### config.mk
export PLATFORM = sky130hd
export DESIGN_NAME = branch_resolver
export DESIGN_NICKNAME = d
export VERILOG_FILES = /design/src/rtl/branch_pkg.sv /design/src/rtl/br_inflight_fifo.sv /design/src/rtl/branch_resolver.sv
export SDC_FILE = /design/constraint.sdc
export NUM_CORES = 1
export LEC_CHECK = 0
export ABC_AREA = 1
export CAP_MARGIN = 10
export CORE_AREA = 4 4 189 191
export CTS_CLUSTER_SIZE = 28
export DETAILED_ROUTE_END_ITERATION = 8
export DIE_AREA = 0 0 193 195
export SYNTH_ARGS = -nofsm -noshare
export SYNTH_HDL_FRONTEND = slang
export SYNTH_SLANG_ARGS = --single-unit
### constraint.sdc
create_clock -name clk -period 5.4 [get_ports clk]
set_clock_uncertainty 0.2 [all_clocks]
set_input_delay 0.81 -clock clk [delete_from_list [all_inputs] [get_ports clk]]
set_output_delay 0.81 -clock clk [all_outputs]
set_load 0.03 [all_outputs]
### src/rtl/branch_pkg.sv
// Shared types and constants for the branch resolver and its in-flight queue.
package branch_pkg;

   // Widest PC any instance may use; entries carry this width and each
   // instance keeps only its own ADDR_W low bits.
   localparam int unsigned BR_PC_MAX_W = 64;

   // Training-update code presented to the predictor.
   localparam logic [1:0] BR_COND_NONE = 2'b00;
   localparam logic [1:0] BR_COND_UPD  = 2'b01;

   // Fall-through distance for a not-taken branch.
   localparam int unsigned PC_STEP = 4;

   // One in-flight conditional branch.
   typedef struct packed {
      logic [BR_PC_MAX_W-1:0] pc;
      logic [BR_PC_MAX_W-1:0] target;
      logic                   pred;
   } br_entry_t;

   // Saturating 16-bit increment.
   function automatic logic [15:0] sat_inc16(input logic [15:0] v);
      return (v == 16'hFFFF) ? v : v + 16'd1;
   endfunction

endpackage

### src/rtl/br_inflight_fifo.sv
// In-order queue of unresolved branch predictions with synchronous clear.
module br_inflight_fifo
   import branch_pkg::*;
#(
   parameter int unsigned DEPTH  = 4,
   parameter int unsigned ADDR_W = 32
) (
   input  logic                     clk,
   input  logic                     rst,
   input  logic                     i_push,
   input  logic                     i_pop,
   input  logic                     i_clear,
   input  br_entry_t                i_entry,
   output br_entry_t                o_head,
   output logic                     o_full,
   output logic                     o_empty,
   output logic [$clog2(DEPTH):0]   o_count
);

   localparam int unsigned PTR_W = $clog2(DEPTH);
   localparam int unsigned CNT_W = PTR_W + 1;

   br_entry_t        r_mem [DEPTH];
   logic [PTR_W-1:0] r_wr_ptr;
   logic [PTR_W-1:0] r_rd_ptr;
   logic [CNT_W-1:0] r_count;

   logic      w_full;
   logic      w_empty;
   logic      w_do_pop;
   logic      w_do_push;
   br_entry_t w_wr_entry;

   assign w_full  = (r_count == CNT_W'(DEPTH));
   assign w_empty = (r_count == '0);

   // A pop frees the head slot in the same cycle, so a push is accepted
   // when full provided a pop happens alongside it.
   assign w_do_pop  = i_pop && !w_empty && !i_clear;
   assign w_do_push = i_push && (!w_full || w_do_pop) && !i_clear;

   // Keep only the instance's PC width; upper bits stored as zero.
   always_comb begin
      w_wr_entry        = i_entry;
      w_wr_entry.pc     = BR_PC_MAX_W'(ADDR_W'(i_entry.pc));
      w_wr_entry.target = BR_PC_MAX_W'(ADDR_W'(i_entry.target));
   end

   // Pointer and occupancy tracking; clear empties the queue.
   always_ff @(posedge clk or posedge rst) begin
      if (rst) begin
         r_wr_ptr <= '0;
         r_rd_ptr <= '0;
         r_count  <= '0;
      end else if (i_clear) begin
         r_wr_ptr <= '0;
         r_rd_ptr <= '0;
         r_count  <= '0;
      end else begin
         if (w_do_push) begin
            r_wr_ptr <= r_wr_ptr + PTR_W'(1);
         end
         if (w_do_pop) begin
            r_rd_ptr <= r_rd_ptr + PTR_W'(1);
         end
         if (w_do_push && !w_do_pop) begin
            r_count <= r_count + CNT_W'(1);
         end else if (!w_do_push && w_do_pop) begin
            r_count <= r_count - CNT_W'(1);
         end
      end
   end

   // Entry storage; contents are don't-care until written.
   always_ff @(posedge clk) begin
      if (w_do_push) begin
         r_mem[r_wr_ptr] <= w_wr_entry;
      end
   end

   assign o_head  = r_mem[r_rd_ptr];
   assign o_full  = w_full;
   assign o_empty = w_empty;
   assign o_count = r_count;

endmodule

### src/rtl/branch_resolver.sv
// Tracks in-flight branch predictions, compares them with execute outcomes,
// trains the predictor and raises flush/redirect on a mispredict.
// Optional resolution/mispredict counters: define BRANCH_RESOLVER_STATS_EN.
module branch_resolver
   import branch_pkg::*;
#(
   parameter int unsigned DEPTH  = 4,
   parameter int unsigned ADDR_W = 32
) (
   input  logic              clk,
   input  logic              rstn_h,
   input  logic              pred_valid,
   input  logic              pred_taken_in,
   input  logic [ADDR_W-1:0] pred_pc,
   input  logic [ADDR_W-1:0] pred_target,
   input  logic              res_valid,
   input  logic              res_taken,
   output logic              act_taken,
   output logic              pred_taken,
   output logic [1:0]        branch_cond,
   output logic              flush,
   output logic [ADDR_W-1:0] redirect_pc,
   output logic              full,
   output logic              empty,
   output logic              err
`ifdef BRANCH_RESOLVER_STATS_EN
   ,
   output logic [15:0]       stat_resolved,
   output logic [15:0]       stat_mispred
`endif
);

   localparam int unsigned CNT_W = $clog2(DEPTH) + 1;

   br_entry_t         w_head;
   br_entry_t         w_push_entry;
   logic              w_full;
   logic              w_empty;
   logic [CNT_W-1:0]  w_count_unused;
   logic              w_res_ok;
   logic              w_mispred;
   logic              w_pop;
   logic              w_push;
   logic              w_err_set;
   logic [ADDR_W-1:0] w_head_pc;
   logic [ADDR_W-1:0] w_head_target;
   logic [ADDR_W-1:0] w_redirect;

   logic              r_act_taken;
   logic              r_pred_taken;
   logic [1:0]        r_branch_cond;
   logic              r_flush;
   logic [ADDR_W-1:0] r_redirect_pc;
   logic              r_err;

   // Entry assembled from the predictor's request.
   always_comb begin
      w_push_entry        = '0;
      w_push_entry.pc     = BR_PC_MAX_W'(pred_pc);
      w_push_entry.target = BR_PC_MAX_W'(pred_target);
      w_push_entry.pred   = pred_taken_in;
   end

   // Resolve/mispredict decode; a mispredict discards everything younger,
   // including a push arriving in the same cycle.
   always_comb begin
      w_res_ok  = res_valid && !w_empty;
      w_mispred = w_res_ok && (res_taken != w_head.pred);
      w_pop     = w_res_ok && !w_mispred;
      w_push    = pred_valid && !w_mispred;
      w_err_set = (res_valid && w_empty) || (pred_valid && w_full && !w_res_ok);
   end

   // Correct next PC for the head branch given its actual outcome.
   always_comb begin
      w_head_pc     = ADDR_W'(w_head.pc);
      w_head_target = ADDR_W'(w_head.target);
      w_redirect    = res_taken ? w_head_target : (w_head_pc + ADDR_W'(PC_STEP));
   end

   br_inflight_fifo #(
      .DEPTH  (DEPTH),
      .ADDR_W (ADDR_W)
   ) u_fifo (
      .clk     (clk),
      .rst     (rstn_h),
      .i_push  (w_push),
      .i_pop   (w_pop),
      .i_clear (w_mispred),
      .i_entry (w_push_entry),
      .o_head  (w_head),
      .o_full  (w_full),
      .o_empty (w_empty),
      .o_count (w_count_unused)
   );

   // Predictor training outputs, one-cycle update strobe.
   always_ff @(posedge clk or posedge rstn_h) begin
      if (rstn_h) begin
         r_act_taken   <= 1'b0;
         r_pred_taken  <= 1'b0;
         r_branch_cond <= BR_COND_NONE;
      end else if (w_res_ok) begin
         r_act_taken   <= res_taken;
         r_pred_taken  <= w_head.pred;
         r_branch_cond <= BR_COND_UPD;
      end else begin
         r_branch_cond <= BR_COND_NONE;
      end
   end

   // Flush pulse and redirect target; redirect holds between mispredicts.
   always_ff @(posedge clk or posedge rstn_h) begin
      if (rstn_h) begin
         r_flush       <= 1'b0;
         r_redirect_pc <= '0;
      end else begin
         r_flush <= w_mispred;
         if (w_mispred) begin
            r_redirect_pc <= w_redirect;
         end
      end
   end

   // Sticky protocol-error flag: overflowing push or resolve on empty.
   always_ff @(posedge clk or posedge rstn_h) begin
      if (rstn_h) begin
         r_err <= 1'b0;
      end else if (w_err_set) begin
         r_err <= 1'b1;
      end
   end

`ifdef BRANCH_RESOLVER_STATS_EN
   logic [15:0] r_stat_resolved;
   logic [15:0] r_stat_mispred;

   // Saturating resolution and mispredict counters.
   always_ff @(posedge clk or posedge rstn_h) begin
      if (rstn_h) begin
         r_stat_resolved <= '0;
         r_stat_mispred  <= '0;
      end else if (w_res_ok) begin
         r_stat_resolved <= sat_inc16(r_stat_resolved);
         if (w_mispred) begin
            r_stat_mispred <= sat_inc16(r_stat_mispred);
         end
      end
   end

   assign stat_resolved = r_stat_resolved;
   assign stat_mispred  = r_stat_mispred;
`endif

   assign act_taken   = r_act_taken;
   assign pred_taken  = r_pred_taken;
   assign branch_cond = r_branch_cond;
   assign flush       = r_flush;
   assign redirect_pc = r_redirect_pc;
   assign full        = w_full;
   assign empty       = w_empty;
   assign err         = r_err;

endmodule

== After elaboration in Yosys (flattened, before gate mapping) ==
Memories as Yosys holds them, arrays and structs flattened.
Index checks and enable logic that the tools add are counted.

* Muxes and demuxes: 11
* Add/subtract/negate cells: 5
* Bitwise logic cells: 0
* Equality and inequality tests: 2
* $mul: 0
* $lt $le $gt $ge: 0
* Reduce and logical (&&, ||, !) cells: 25
* Divide/modulo/power cells: 0
* Shifts and indexed selects: 0

{| class="wikitable"
|+ Operators by type and width
! operator !! count
|-
| 32-bit by 3-bit adder with 32-bit output, second input constant || 1
|-
| 32-bit two-way mux || 1
|-
| 1-bit logical AND || 13
|-
| 3-bit two-way mux || 3
|-
| 2-bit two-way mux || 4
|-
| 1-bit logical NOT || 6
|-
| 2-bit by 1-bit adder with 2-bit output, second input constant || 2
|-
| 2-bit nonzero test || 2
|-
| 3-bit by 1-bit adder with 3-bit output, second input constant || 1
|-
| 3-bit == test, second input constant || 1
|-
| 3-bit logical NOT || 1
|-
| 1-bit two-way mux || 3
|-
| 3-bit nonzero test || 1
|-
| 3-bit by 1-bit subtractor with 3-bit output, second input constant || 1
|-
| 1-bit logical OR || 2
|-
| 1-bit != test || 1
|}

* Input bits: 70
* Latch bits: 0
* Register bits after elaboration: 45
* Logic and storage cells: 53
* Memories: 1
* Bits in read-only memories: 0
* Output and inout bits: 40
* Bits in writable memories: 260

{| class="wikitable"
|+ Memories
! memory !! words !! bits a word !! rd ports !! clocked after memory_dff !! write ports !! line !! source
|-
| u_fifo.r_mem || 4 || 65 || 1 || 0 || 1 || br_inflight_fifo.sv:23 || <nowiki>br_entry_t r_mem [DEPTH];</nowiki>
|}

== Depth between registers and ports, before layout ==
* Depth in word-level cells: 16
* Depth in mapped cells: 16
* Depth with buffers taken out: 15

== By module ==
A second synthesis with hierarchy kept.

* Cells, all modules: 1186
* Area total of the unflattened synthesis: 13773.2 um^2

{| class="wikitable"
|+ By module, submodules not included
! module !! cells each !! area an instance (um^2) !! sequential area each (um^2) !! instances
|-
| br_inflight_fifo || 765 || 11115.7 || 7982.7 || 1
|-
| branch_resolver || 421 || 2657.5 || 925.9 || 1
|}

== Least setup slack after synthesis ==
OpenSTA, ideal clock, no wires.

* Path kind: register to register
* From: reg u_fifo.r_count[1] (netlist: u_fifo.o_count[1])
* To: mem u_fifo.r_mem[0][0] (netlist name), enable pin
* Setup slack: 0.364 ns
* Buffers on the path: 0
* Required time: 4.712 ns
* Arrival: 4.348 ns
* Clock period less this slack: 5.036 ns
* Cell stages (with the launch flop): 6
* Library setup time: 0.488 ns
* Path through: dfrtp_1 -> nor3_1 -> nor2_1 -> nand2_1 -> nand2_1 -> nor2_1

* Word-level cells in the longest chain between the ends: 13
* Elaborated cells between the ends (all ways): 16
* Those cells by class: eq/ne: 1; mux: 2; reduce/logical: 13

{| class="wikitable"
|+ Ends and longest elaborated chain
! element !! line !! source
|-
| from (decl) || br_inflight_fifo.sv:26 || <nowiki>logic [CNT_W-1:0] r_count;</nowiki>
|-
| from (signal assigned) || br_inflight_fifo.sv:67 || <nowiki>r_count <= r_count + CNT_W'(1);</nowiki>
|-
| from (signal assigned) || br_inflight_fifo.sv:69 || <nowiki>r_count <= r_count - CNT_W'(1);</nowiki>
|-
| 3-bit logical NOT * || br_inflight_fifo.sv:35 || <nowiki>assign w_empty = (r_count == '0);</nowiki>
|-
| named net empty || branch_resolver.sv:24 || <nowiki>output logic empty,</nowiki>
|-
| 1-bit logical NOT * || branch_resolver.sv:67 || <nowiki>w_res_ok = res_valid && !w_empty;</nowiki>
|-
| 1-bit logical AND * || branch_resolver.sv:67 ||
|-
| named net w_res_ok || branch_resolver.sv:40 || <nowiki>logic w_res_ok;</nowiki>
|-
| 1-bit logical AND || branch_resolver.sv:68 || <nowiki>w_mispred = w_res_ok && (res_taken != w_head.pred);</nowiki>
|-
| 1-bit logical NOT || n/a ||
|-
| 1-bit logical AND || branch_resolver.sv:69 || <nowiki>w_pop = w_res_ok && !w_mispred;</nowiki>
|-
| 1-bit logical AND (2 in series) || br_inflight_fifo.sv:39 || <nowiki>assign w_do_pop = i_pop && !w_empty && !i_clear;</nowiki>
|-
| 1-bit logical OR || br_inflight_fifo.sv:40 || <nowiki>assign w_do_push = i_push && (!w_full || w_do_pop) && !i_clear;</nowiki>
|-
| 1-bit logical AND || br_inflight_fifo.sv:40 ||
|-
| 1-bit logical AND * || br_inflight_fifo.sv:40 ||
|-
| 1-bit two-way mux * || br_inflight_fifo.sv:76 || <nowiki>if (w_do_push) begin</nowiki>
|-
| 1-bit two-way mux (implied by the code) * || br_inflight_fifo.sv:77 || <nowiki>r_mem[r_wr_ptr] <= w_wr_entry;</nowiki>
|-
| to (decl) || br_inflight_fifo.sv:23 ||
|}

Mark *: on every way through the listed nets, which the timed path passes. The rest lies on a longest branch.

== Worst setup path after layout ==
* From: reg u_fifo.r_rd_ptr[0]
* To: reg u_fifo.r_count[2] (netlist: u_fifo.o_count[2])

* Word-level cells in the longest chain between the ends: 13
* Elaborated cells between the ends (all ways): 18
* Those cells by class: eq/ne: 1; mux: 2; reduce/logical: 14; memory: 1

{| class="wikitable"
|+ Ends and longest elaborated chain
! element !! line !! source
|-
| from (decl) || br_inflight_fifo.sv:25 || <nowiki>logic [PTR_W-1:0] r_rd_ptr;</nowiki>
|-
| from (signal assigned) || br_inflight_fifo.sv:64 || <nowiki>r_rd_ptr <= r_rd_ptr + PTR_W'(1);</nowiki>
|-
| memory read 4 x 65 bit * || n/a ||
|-
| 1-bit != test * || branch_resolver.sv:68 ||
|-
| 1-bit logical AND * || branch_resolver.sv:68 ||
|-
| 1-bit logical NOT || n/a ||
|-
| 1-bit logical AND || branch_resolver.sv:69 ||
|-
| 1-bit logical AND (2 in series) || br_inflight_fifo.sv:39 ||
|-
| 1-bit logical OR || br_inflight_fifo.sv:40 ||
|-
| 1-bit logical AND (2 in series) || br_inflight_fifo.sv:40 ||
|-
| 1-bit logical AND / 1-bit logical NOT (equally long branches) || br_inflight_fifo.sv:66, br_inflight_fifo.sv:68 ||
|-
| 3-bit two-way mux / 1-bit logical AND (equally long branches) || br_inflight_fifo.sv:66, br_inflight_fifo.sv:68 ||
|-
| 3-bit two-way mux / 3-bit nonzero test (equally long branches) || n/a ||
|}

Every way passes the cells marked *; elsewhere a longest branch is shown, timed or not.
A chain may end at the register's enable or synchronous reset.

==> key figures <==
Outcome
  – Status: finished clean

Finish
  – Layout cells sized above 1: 0.08197
  – Register area: 8914 um^2
  – Fin area: 16040 um^2
  – Number of diodes: 0
  – Area Growth Syn to Fin: 18.84%
  – Final net count: 1454
  – Final non-filler cell total: 1858
  – Multi-input gate area: 4020 um^2
  – FILL cells: 3107

Power and ir drop
  – Sw frac: 0.3902
  – Comb pwr share: 0.385
  – PwrDens: 576.5 nW/um^2
  – Max VDD drop: 0.2514 mV
  – Share of power burned in registers: 0.366
  – P_sw: 3.608 mW
  – Clock share of power: 0.249
  – Static leakage: 6.093 nW
  – Internal power: 5.639 mW

Min path
  – Hold endpoint: err
  – Hold depth: 1
  – Hold Crit Start: err
  – Hold crit path type: flop to flop

Yosys
  – Most common cell in the netlist: nand2_1
  – Async SR Flop Fraction: 0.1447
  – Mapped Cells: 1283
  – Main area contributors after synthesis: edfxtp_1 58%, nand2_1 11%, dfrtp_1 8.2%
  – Leading area contributor after synthesis: edfxtp_1
  – YS warnings: 0
  – #FFs+latches synth: 304
  – Share of the synthesized area in the top cell type: 0.5784
  – Synth top cells by count: 394 x nand2_1, 260 x edfxtp_1, 121 x nor2_1
  – Syn nets: 1360
  – Number of synthesized flops with an enable pin: 260
  – Top_reg_cell synth: edfxtp_1
  – Post-synth cell types: 40
  – Mean Syn Cell Area: 10.52 um^2
  – Register area share after synthesis: 0.6600
  – Post-Syn Area: 13500 um^2

Setup path
  – CP Class: flop to flop
  – Crit. Startpoint: u_fifo.r_rd_ptr[0]
  – Slowest cell on crit path: dfrtp_4
  – Most frequent CP cell: nand2_1
  – CP Data Required Time: 5.66 ns
  – Critical path buffers and inverters: 3
  – Reg-to-reg slack, setup: 1.30 ns
  – Worst R2R End: u_fifo.o_count[2]
  – Crit end category: flop
  – Top Family by Delay on Critical Path: simple AND/OR/NAND/NOR gates
  – Max FO, Critical Path: 70
  – CP Data Arrival Time: 4.36 ns
  – Worst setup SP type: flop
  – R2R cell count: 15
  – Worst r2r src: u_fifo.r_rd_ptr[0]
  – CP cell instances: inv_4, nand2_1, nand3_1, nand2_1, xor2_1, nand2_1, nand2_1, inv_1, ha_1, fa_1, a21oi_1, o21ai_0, xor2_1, or2_2, inv_1
  – Critical Path Max Stage Delay: 0.90 ns

Route
  – Final WL: 33.59 mm
  – Vias per inst: 5.080
  – Avg WL per Cell: 18.08 um
  – DRT iter0 DRCs: 673
  – Antenna Nets Post-Route: 0
  – Post-route DRC: 0
  – DR vias: 9439
  – Drt pass-1 iters: 5

Clock network
  – # hold bufs at CTS: 0
  – TritonCTS buffer count: 34
  – CTS clk-pin slew, worst paths: 0.06 ns
  – Post-CTS setup buffer count: 0
  – Later-pin clock latency in the skew report: 0.51 ns
  – Post-cts resize count: 0
  – CTS tree: done
  – Clk sinks: 304
  – Root Driver: clkbuf_16
  – # H-tree levels: 2
  – CTS Buffer Depth: 3

Timing
  – Hold_ws: 0.2654 ns
  – Max Fclk: 243.6 MHz
  – Tmin final: 4.105 ns
  – Slew HR: 0.3096
  – Setup total negative slack: 0 ns
  – Fin. max-slew vios: 0
  – Worst-margin pin slew: 1.036 ns
  – Final Hold Vio Count: 0
  – Period utilization: 0.7601
  – Final worst slack: 1.296 ns
  – RSZ-0062 raised after global routing: false
  – Final setup fails: 0

Global routing
  – Global-route wire length before repair: 52.30 mm
  – Vias in the first global route: 9157
  – Initial antenna violation count: 0
  – Largest net degree at the start of global routing: 92
  – GRT Total Usage: 0.1787
  – GRT Residual Overflow: 0

Floorplanning
  – # rows: 68
  – Core Region: 34120 um^2
  – Die Wd: 193 um
  – # IOs: 110
  – Die Span Y: 195 um
  – Starting Density: 0.3956
  – Die area: 37640 um^2

Place
  – Setup WS pre-CTS: 1.257 ns
  – RePlAce Congestion: 0.9030
  – Post-DP Area: 14920 um^2
  – Placed cells: 1796
  – DP HPWL: 21.16 mm
  – IO buf count: 108

Run
  – Maxcap violations: 0
-- stage by stage --
| step | power, mW | util |
|---|---|---|
| final | 9.247 | 0.4702 |
| after global routing | 9.881 | 0.4702 |
| after CTS | 9.365 | 0.4702 |
| after detailed placement | 7.036 | 0.4373 |
| after global placement | 6.986 | 0.4373 |
| after floorplan | 5.887 | - |
-- layer usage --
layer	part of all wire	global-route usage	up-vias
met3	0.055	0.03003	45
met1	0.44	0.2522	4553
li1	-	-	4592
met2	0.48	0.2874	249
met5	0	0	-
met4	0.023	0.04983	0
-- layout by cell type, fill, tap and decap left out, drive strengths merged --
cell,instances
o22ai,15
buf,14
clkinv,13
ha,6
nand3,97
clkbuf,44
o211ai,3
nand2,407
nor2,131
xnor2,1
mux2i,5
a21oi,56
a221oi,12
a2bb2oi,11
clkdlybuf4s50,108
o21ai,63
fa,1
o221ai,5
a21boi,10
conb,1
nor3,3
xor2,5
edfxtp,260
inv,62
bufinv,4
or2,19
nand4,1
o31ai,1
dfrtp,44
a32oi,1
-- how the worst max path moves through the flow --
stage                                     to  slack [ns]  depth (start not counted)
after global routing       u_fifo.o_count[2]        0.92                         15
after CTS                  u_fifo.o_count[2]        1.28                         15
after detailed placement   u_fifo.o_count[2]        1.26                         14
after floorplan           u_fifo.r_mem[0][0]        0.36                          5
final                      u_fifo.o_count[2]        1.30                         15
after global placement     u_fifo.o_count[2]        1.26                         14
-- area by class of cell --
type / count / area share
clock buffer: 44 / 0.05733
inverter: 61 / 0.01443
clock inverter: 18 / 0.01256
timing repair buffer: 122 / 0.07394
tap: 455 / 0.03549
sequential: 304 / 0.5557
multi-input combinational: 854 / 0.2506
-- power by group through the flow --
stage                     clock (mW)  sequential [mW]  combinational [mW]
after floorplan                    0             3.57                2.32
after global placement             0             3.43                3.56
after detailed placement           0             3.43                3.61
after CTS                       2.35             3.39                3.62
after global routing            2.45             3.43                4.00
final                           2.30             3.39                3.56
-- flip-flops by register name, indices dropped and copies added, names as in the netlist --
signal           flops
u_fifo.r_rd_ptr      2
err                  1
flush                1
act_taken            1
branch_cond          1
pred_taken           1
u_fifo.r_mem       260
redirect_pc         32
u_fifo.r_wr_ptr      2
u_fifo.o_count       3
-- logic make-up (layout without fill, tap and decap cells) --
group,Yosys count,in the layout,synth area share
compound gates,177,177,0.07768
fa+ha+maj,7,7,0.007045
buf+inv,125,245,0.04440
flops,304,304,0.6600
other cells,1,1,0.0002778
simple gates,658,658,0.2030
mux,5,5,0.003708
xor+xnor,6,6,0.003893
No activity file was read; power rests on OpenSTA's default activity.
